[src/rtl/mux_arb_nto1.sv]
`default_nettype none
// ============================================================================
// mux_arb_nto1 : N-to-1 registered mux, valid/ready, explicit-select or RR grant
// Rev 1.0
// ============================================================================
module mux_arb_nto1 #(
  parameter  int WIDTH = 32,
  parameter  int N     = 4,
  parameter  int RR    = 0,
  localparam int SELW  = (N > 2) ? $clog2(N) : 1
) (
  input  logic               clk,
  input  logic               rst_n,
  input  logic [N-1:0]       in_valid,
  output logic [N-1:0]       in_ready,
  input  logic [N*WIDTH-1:0] in_data,
  input  logic [SELW-1:0]    sel,
  output logic               out_valid,
  input  logic               out_ready,
  output logic [WIDTH-1:0]   out_data,
  output logic [SELW-1:0]    out_src
);

  localparam int              c_padw = 1 << SELW;
  localparam logic [SELW-1:0] c_last = SELW'(N - 1);

  logic [c_padw-1:0] w_valid_pad;
  logic              w_load;
  logic              w_gnt_vld;
  logic              w_xfer;
  logic [SELW-1:0]   w_gnt;
  logic [SELW-1:0]   w_idx;
  logic [WIDTH-1:0]  w_data;

  logic              r_valid;
  logic [WIDTH-1:0]  r_data;
  logic [SELW-1:0]   r_src;
  logic [SELW-1:0]   r_ptr;

  // Zero-padding lets an out-of-range select index a defined bit.
  assign w_valid_pad = c_padw'(in_valid);
  assign w_load      = !r_valid || out_ready;
  assign w_xfer      = rst_n && w_gnt_vld && w_load;

  always_comb begin
    w_gnt_vld = 1'b0;
    w_gnt     = '0;
    w_idx     = '0;
    if (RR != 0) begin
      for (int k = 0; k < N; k++) begin
        w_idx = (int'(r_ptr) + k >= N) ? SELW'(int'(r_ptr) + k - N)
                                       : SELW'(int'(r_ptr) + k);
        if (!w_gnt_vld && w_valid_pad[w_idx]) begin
          w_gnt_vld = 1'b1;
          w_gnt     = w_idx;
        end
      end
    end else if (int'(sel) < N) begin
      w_gnt_vld = w_valid_pad[sel];
      w_gnt     = sel;
    end
  end

  always_comb begin
    w_data = '0;
    for (int i = 0; i < N; i++) begin
      if (w_gnt == SELW'(i)) begin
        w_data = in_data[i*WIDTH +: WIDTH];
      end
    end
  end

  generate
    for (genvar gi = 0; gi < N; gi++) begin : g_ready
      assign in_ready[gi] = w_xfer && (w_gnt == SELW'(gi));
    end
  endgenerate

  always_ff @(posedge clk or negedge rst_n) begin
    if (!rst_n) begin
      r_valid <= 1'b0;
      r_data  <= '0;
      r_src   <= '0;
    end else if (w_load) begin
      r_valid <= w_gnt_vld;
      if (w_gnt_vld) begin
        r_data <= w_data;
        r_src  <= w_gnt;
      end
    end
  end

  // Pointer moves past the winner; explicit wrap keeps it below N.
  always_ff @(posedge clk or negedge rst_n) begin
    if (!rst_n) begin
      r_ptr <= '0;
    end else if ((RR != 0) && w_xfer) begin
      r_ptr <= (w_gnt == c_last) ? '0 : w_gnt + 1'b1;
    end
  end

  assign out_valid = r_valid;
  assign out_data  = r_data;
  assign out_src   = r_src;

endmodule
`default_nettype wire

[config.mk]
export PLATFORM = sky130hd
export DESIGN_NAME = mux_arb_nto1
export DESIGN_NICKNAME = d
export VERILOG_FILES = /design/src/rtl/mux_arb_nto1.sv
export SDC_FILE = /design/constraint.sdc
export NUM_CORES = 1
export LEC_CHECK = 0
export ABC_CLOCK_PERIOD_IN_PS = 3400
export CAP_MARGIN = 40
export CORE_MARGIN = 8
export CORE_UTILIZATION = 37
export CTS_CLUSTER_DIAMETER = 120
export CTS_CLUSTER_SIZE = 10
export DETAILED_ROUTE_END_ITERATION = 7
export PLACE_DENSITY = 0.88
export SYNTH_ARGS = -nofsm -noshare
export SYNTH_HDL_FRONTEND = slang
export SYNTH_SLANG_ARGS = --single-unit
[constraint.sdc]
create_clock -name clk -period 3.4 [get_ports clk]
set_input_delay 0.34 -clock clk [delete_from_list [all_inputs] [get_ports clk]]
set_output_delay 0.34 -clock clk [all_outputs]
set_load 0.02 [all_outputs]
# Yosys cells after proc, flatten, opt, wreduce, memory -nomap -nowiden
# Index checks and enable logic that the tools add are counted.
totals:
  ff_bits: 35
  input_bits: 137
  out_inout_bits: 39
op_classes:
  n_reduce_logical: 10
  mux: 6
  magnitude_cmp: 1
  n_eq_ne: 3
op_table:
  columns: ["op", "count"]
  rows:
  - ["2-to-1 mux 32 bit", 4]
  - ["logical AND 1 bit", 6]
  - ["== test 2 bit, second input constant", 2]
  - ["less-than comparator 2 x 3 -> 1 bit, second input constant", 1]
  - ["binary-select mux 1 bit (select 2 bit)", 1]
  - ["== test 2 x 1 -> 1 bit, second input constant", 1]
  - ["zero test 2 bit", 1]
  - ["AND reduction 2 bit", 1]
  - ["zero test 1 bit", 1]
  - ["logical OR 1 bit", 1]
  - ["2-to-1 mux 1 bit", 1]

# Depth between registers and ports, before layout
# Gate-level depths: netlist of run 1.
logic_depth:
  depth_word: 5
  depth_mapped: 6
  mapped_depth_nobuf: 4

# Worst setup path before layout of run 1
# No wires, ideal clock.
synth_path:
  path_type: "input to register"
  from: "in sel[0]"
  to: "reg r_data[0] (netlist: out_data[0])"
  arrival_time_ns: 1.557
  cell_stages: 4
  required_ns: 3.275
  n_path_buf: 2
  path_slack_ns: 1.718
  setup_time_ns: 0.125
  cell_sequence: "buf_6 -> buf_2 -> mux4_2 -> mux2_4"
synth_between:
  elab_chain_len: 5
synth_rtl:
  columns: ["element", "line_no", "source"]
  rows:
  - ["start: declaration", "17", "input logic [SELW-1:0] sel,"]
  - ["zero test 2 bit", "67", "if (w_gnt == SELW'(i)) begin"]
  - ["2-to-1 mux 32 bit (4 in a row)", "67", null]
  - ["end signal: assignment", "87", "r_data <= w_data;"]
  - ["end: declaration", "36", "logic [WIDTH-1:0] r_data;"]
# Parallel ways exist; a longest one is shown, timed or not. The select of a mux whose other input is x is not followed.
# A chain may end at the register's enable or synchronous reset.

# Final worst setup path of run 1
layout_path:
  from: "in in_valid[1]"
  to: "out in_ready[1]"
layout_between:
  elab_chain_len: 5
layout_rtl:
  columns: ["element", "line_no", "source"]
  rows:
  - ["start: declaration", "14", "input logic [N-1:0] in_valid,"]
  - ["binary-select mux 1 bit (select 2 bit)", "59", "w_gnt_vld = w_valid_pad[sel];"]
  - ["2-to-1 mux 1 bit (implied by the code)", "59", null]
  - ["logical AND 1 bit (2 in a row)", "43", "assign w_xfer = rst_n && w_gnt_vld && w_load;"]
  - ["logical AND 1 bit", "75", "assign in_ready[gi] = w_xfer && (w_gnt == SELW'(gi));"]
  - ["end: declaration", "15", "output logic [N-1:0] in_ready,"]
# No other way between the ends. The select of a mux whose other input is x is not followed.

==> impl_metrics.py, run 1 <==
metrics = {
    "outcome": {
        "outcome": "finished with violations",
        "violations": "negative hold slack",
    },
    "power_and_ir_drop": {
        "comb_power_share_pct": 47.6,
        "p_switching_w": 0.0005224,
        "power.share.clock_pct": 19.6,
        "pwr-share-seq_pct": 32.8,
        "p_per_area_nw_per_um2": 427.9,
        "power_leakage_nw": 1.720,
        "sw_frac_of_total_pct": 29.07,
        "worst_ir_drop_vdd_uv": 262.6,
        "power.total_w": 0.001797,
        "p_int_w": 0.001274,
    },
    "clocking": {
        "postCtsSetupBuffers": 0,
        "clock_sinks": 35,
        "clockBufferDepth": 2,
        "cts_buffers": 5,
        "cts-root-buf": "clkbuf_8",
        "htreeDepth": 2,
        "clk_pin_slew_ps": 70,
        "clk_latency_ps": 280,
        "cts_tree": "yes",
        "cts_hold_buffers": 0,
        "cts.repair.resized": 0,
    },
    "synthesis": {
        "yosys-top-cells-area": "dfrtp_1 (38%), mux4_2 (32%), mux2_4 (20%), buf_6 (2.0%), mux2_2 (2.0%)",
        "yosysWarnings": 0,
        "synth-simple-area-share_pct": 3.614,
        "yosys.area.top_type": "dfrtp_1",
        "synth-seq-cells": 35,
        "synth_fa_ha_area_share_pct": 0,
        "muxShareOfSynthArea_pct": 53.67,
        "synth_nets": 266,
        "synth_xor_area_share_pct": 0,
        "synth_top_family_by_area": "multiplexers",
        "syn_avg_cell_area_um2": 17.71,
        "yosys.cell_types.count": 20,
        "syn_area_um2": 2285,
        "synth_seq_area_share_pct": 38.34,
        "synthCells": 129,
        "synth-compound-area-share_pct": 0.5476,
        "netlist.area_leader.share_pct": 38.34,
    },
    "route": {
        "drt-met1-wl_um": 2656,
        "ant_nets": 0,
        "via_count": 1924,
        "viasPerCell": 5.050,
        "post-route-drc-count": 0,
        "routedWlPerCell_um": 20.36,
        "dr_wl_met3_um": 751,
        "drtIter0Drc": 33,
        "drt_wl_total_um": 7756,
        "firstDrtPassIters": 3,
        "topRoutingLayerUsed": "met4",
        "wl_met2_um": 4218,
    },
    "final_layout": {
        "area_delta_synth_final_pct": 83.79,
        "fill_cells": 441,
        "antennaDiodeCount": 0,
        "nets": 443,
        "ff_latch_area_um2": 875.8,
        "drive_gt1_share_pct": 27.12,
        "multi_input_area_um2": 1321,
    },
    "critical_path": {
        "critPathLaunch": "in_valid[1]",
        "r2r_cells": 5,
        "cp-end-kind": "output port",
        "critPathKind": "input pin to output port",
        "r2r_slack_ps": 1640,
        "cp.arrival_ps": 2100,
        "r2r-end": "out_data[23]",
        "required_ps": 3060,
        "crit_end": "in_ready[1]",
        "crit_path_start_kind": "input pin",
        "path_max_fanout": 4,
        "regToRegStartpoint": "out_valid",
    },
    "sta": {
        "max_slew.worst_pin.slew_ps": 454.0,
        "rsz0062_at_grt": "no",
        "fin_skew_ps": 3.797,
        "relSlewSlack_pct": 69.73,
        "finalHoldViolations": 14,
        "post-route-min-period_ps": 2444,
        "setup_viol": 0,
        "hold_ws_ps": -9.170,
        "fin_crit_sh_pct": 71.90,
        "max_freq_mhz": 409.1,
        "finalSetupTns_ps": 0,
        "drv_slew": 0,
    },
    "floorplanning": {
        "io_pins": 176,
        "core-area_um2": 5956,
        "die_height_um": 94.58,
        "initial_core_util_pct": 38.36,
        "fp.dieArea_um2": 8945,
        "fp-row-count": 28,
        "die_x_um": 94.58,
    },
    "global_routing": {
        "grt_pass1_wl_um": 11790,
        "gr-total-overflow": 0,
        "grt_pass1_vias": 2267,
        "antenna_found_initial": 0,
        "track_usage_pct": 17.18,
        "grt_max_degree": 35,
    },
    "place": {
        "portBuffers": 175,
        "hpwl_um": 6550,
        "place_congestion": 0.7442,
    },
    "job": {
        "cap_violations": 0,
    },
    "hold_path": {
        "hold_class": "input pin to asynchronous set/reset pin",
    },
}
-- flip-flops by register name, indices dropped and copies added, names as in the netlist --
name	flops
out_data	32
out_src	2
out_valid	1
-- power groups by stage --
stage / clock (W) / sequential (W) / combinational (W)
after floorplan: 0 / 0.000726 / 0.000284
after detailed placement: 0 / 0.000593 / 0.000866
after global routing: 0.000382 / 0.000603 / 0.000901
after global placement: 0 / 0.000590 / 0.000849
final: 0.000352 / 0.000589 / 0.000856
after CTS: 0.000362 / 0.000589 / 0.000867
-- metrics by stage --
step / utilization, % / setup slack (ps) / area (um2) / std cells
final: 70.50 / 955.5 / 4199 / 381
after CTS: 70.50 / 945.3 / 4199 / 381
after detailed placement: 68.78 / 945.3 / 4096 / 374
after global placement: 68.78 / 974.6 / 4096 / 374
after floorplan: - / 1718 / 2285 / 129
after global routing: 70.50 / 843.4 / 4199 / 381
-- synthesized netlist by cell type, drive strengths merged --
| library cell | count |
|---|---|
| buf | 9 |
| mux2i | 1 |
| nand3 | 1 |
| dfrtp | 35 |
| nand2b | 1 |
| o21ai | 1 |
| nor2 | 4 |
| and2 | 1 |
| nor3b | 1 |
| and3 | 1 |
| mux2 | 34 |
| mux4 | 32 |
| and4 | 2 |
| clkbuf | 2 |
| o21bai | 1 |
| inv | 3 |
-- final cells by class --
class / count / area share [%]
Clock buffer: 6 / 1.728
Inverter: 3 / 0.2682
Multi-Input combinational cell: 80 / 31.47
Sequential cell: 35 / 20.86
Timing Repair Buffer: 181 / 42.73
Clock inverter: 1 / 0.7151
Tap cell: 75 / 2.235
-- logic make-up after synthesis --
logic type,after synthesis
mux,67
simple gates,11
flops,35
buf+inv,14
compound gates,2
-- layer usage --
layer  vias up  GRT usage, %
li1        868             -
met2        97         31.69
met1       949         17.47
met4         0         5.202
met3        10         6.587
met5         -             0
-- worst min path at each step --
stage                   to  slack, ps  cells past startpoint
2_1_floorplan  out_data[0]         40                      0
3_3_place_gp    out_src[1]        300                      1
3_5_place_dp    out_src[1]        310                      1
4_1_cts         out_src[1]        0.6                      1
5_1_grt         out_src[1]         10                      1
6_report        out_src[1]         -9                      1
-- placed cells by master, fill, tap and decap left out --
master and n:
buf_12 1, nand3_1 1, and4_1 2, inv_1 3, mux2_4 30, buf_2 3
bufinv_16 1, mux4_2 32, nor2_4 1, nor3b_4 1, clkbuf_1 1, and2_1 1
o21bai_1 1, nor2_1 3, mux2_2 4, dfrtp_1 35, mux2i_1 1, and3_1 1
nand2b_1 1, clkbuf_8 5, clkdlybuf4s50_1 172, o21ai_0 1, buf_4 5
-- worst max-delay path, stage by stage --
cell	delay, ps
clkdlybuf4s50_1	460
mux2i_1	130
nor3b_4	310
and4_1	240
clkdlybuf4s50_1	620
Power figures use the tool's default switching activity.
==> run 2: changes to the inputs <==
==> config.mk (replaced) <==
export PLATFORM = sky130hd
export DESIGN_NAME = mux_arb_nto1
export DESIGN_NICKNAME = d
export VERILOG_FILES = /design/src/rtl/mux_arb_nto1.sv
export SDC_FILE = /design/constraint.sdc
export NUM_CORES = 1
export LEC_CHECK = 0
export ABC_CLOCK_PERIOD_IN_PS = 2100
export CAP_MARGIN = 40
export CORE_MARGIN = 8
export CORE_UTILIZATION = 31
export CTS_CLUSTER_DIAMETER = 120
export CTS_CLUSTER_SIZE = 10
export DETAILED_ROUTE_END_ITERATION = 7
export PLACE_DENSITY = 0.78
export SYNTH_ARGS = -nofsm -noshare
export SYNTH_HDL_FRONTEND = slang
export SYNTH_SLANG_ARGS = --single-unit
==> constraint.sdc (replaced) <==
create_clock -name clk -period 2.1 [get_ports clk]
set_input_delay 0.21 -clock clk [delete_from_list [all_inputs] [get_ports clk]]
set_output_delay 0.21 -clock clk [all_outputs]
set_load 0.02 [all_outputs]
==> impl_metrics.py, run 2 (synthesis gave the netlist of run 1 again) <==
metrics = {
    "global_routing": {
        "grt_pass1_wl_um": 11880,
        "track_usage_pct": 14.93,
        "antenna_found_initial": 0,
        "gr-total-overflow": 0,
        "grt_max_degree": 37,
        "grt_pass1_vias": 2420,
    },
    "floorplanning": {
        "fp-row-count": 31,
        "io_pins": 176,
        "die_height_um": 101.9,
        "initial_core_util_pct": 31.67,
        "core-area_um2": 7214,
        "fp.dieArea_um2": 10370,
        "die_x_um": 101.9,
    },
    "critical_path": {
        "cp-end-kind": "output port",
        "required_ps": 1890,
        "critPathLaunch": "in_valid[1]",
        "critPathKind": "input pin to output port",
        "r2r_cells": 6,
        "r2r_slack_ps": 500,
        "crit_end": "in_ready[1]",
        "regToRegStartpoint": "out_valid",
        "r2r-end": "out_data[13]",
        "cp.arrival_ps": 1710,
        "path_max_fanout": 3,
        "crit_path_start_kind": "input pin",
    },
    "clocking": {
        "clockBufferDepth": 2,
        "cts_buffers": 5,
        "cts-root-buf": "clkbuf_8",
        "htreeDepth": 2,
        "clock_sinks": 35,
        "clk_pin_slew_ps": 60,
        "clk_latency_ps": 270,
        "cts_tree": "yes",
    },
    "route": {
        "viasPerCell": 4.691,
        "drtIter0Drc": 26,
        "via_count": 1914,
        "routedWlPerCell_um": 18.27,
        "ant_nets": 0,
        "drt_wl_total_um": 7455,
        "firstDrtPassIters": 2,
        "post-route-drc-count": 0,
    },
    "final_layout": {
        "instances_no_fill": 408,
        "drive_gt1_share_pct": 27.51,
        "area_delta_synth_final_pct": 86.20,
        "fill_cells": 617,
        "antennaDiodeCount": 0,
        "largest_reg_flops": 32,
        "final_common_cell": "clkdlybuf4s50_1",
        "layout_common_cells": "clkdlybuf4s50_1 (168), dfrtp_1 (35), mux4_2 (32)",
        "nets": 445,
    },
    "sta": {
        "relSlewSlack_pct": 70.71,
        "drv_slew": 0,
        "fin_crit_sh_pct": 91.35,
        "max_freq_mhz": 521.3,
        "fin_skew_ps": 1.716,
        "max_slew.worst_pin.slew_ps": 439.3,
        "setup_ws_ps": 181.7,
        "setup_viol": 0,
        "rsz0062_at_grt": "no",
        "hold_ws_ps": 2.844,
        "post-route-min-period_ps": 1918,
        "finalHoldViolations": 0,
    },
    "power_and_ir_drop": {
        "power_leakage_nw": 1.791,
        "power.total_w": 0.002785,
        "worst_ir_drop_vdd_uv": 286.0,
        "p_per_area_nw_per_um2": 654.6,
    },
    "place": {
        "dp_slack_ps": -62.69,
        "hpwl_um": 6283,
        "place_inst": 399,
        "portBuffers": 175,
        "place_congestion": 0.7104,
    },
    "outcome": {
        "outcome": "completed",
    },
    "job": {
        "cap_violations": 0,
    },
    "hold_path": {
        "hold_class": "input pin to asynchronous set/reset pin",
    },
}
run 2: worst min-delay path by stage:
stage,startpoint,to,slack (ps)
after detailed placement,rst_n,out_src[1],320
after global routing,rst_n,out_data[31],30
after global placement,rst_n,out_src[1],310
final,rst_n,out_src[1],3
after floorplan,rst_n,out_data[0],-90
after CTS,rst_n,out_data[31],8
run 2: area by class of cell:
class                   instances  area [um2]  share of cell area (%)
repair buffers                183        1841                   43.26
multi-input cells              80        1321                   31.06
flip-flops and latches         35       875.8                   20.59
well taps                      99       123.9                   2.912
clock buffers                   7       76.32                   1.794
inverters                       3       11.26                  0.2647
clock inverters                 1       5.005                  0.1176
run 2: repair_timing:
item,in CTS,in global routing
endpoints found under the hold margin,0,0
gates resized for setup,1,3
setup endpoints to repair,2,3
hold buffers,0,0
buffers inserted,1,0
pin swaps,1,0
cloned,0,0
run 2: critical path: stages:
cell             delay [ps]
clkdlybuf4s50_1         460
mux2i_1                 130
nor3b_4                 220
buf_4                   160
and4_1                  190
dlygate4sd2_1           340
run 2: metal layers:
metal  vias up  wire [um]  GRT usage, %  part of all wire [%]
met5         -          0             0                     0
met4         0         48         3.386                  0.64
met3         2        776         7.084                    10
met2        92       4045         27.67                    54
met1       946       2584         14.67                    35
li1        874          -             -                     -
run 2: power by group:
part           leakage (nW)  internal [W]  switching [W]
clock                0.0422      0.000232       0.000213
sequential            0.408      0.000852      0.0000990
combinational          1.34      0.000874       0.000515
total                  1.79       0.00196       0.000826
run 2: per-stage QoR:
step / area, um2 / setup TNS (ps) / utilization (%)
2_1_floorplan: 2285 / 0 / -
3_3_place_gp: 4159 / -19.34 / 57.65
3_5_place_dp: 4159 / -117.8 / 57.65
4_1_cts: 4247 / 0 / 58.86
5_1_grt: 4254 / 0 / 58.97
6_report: 4254 / 0 / 58.97
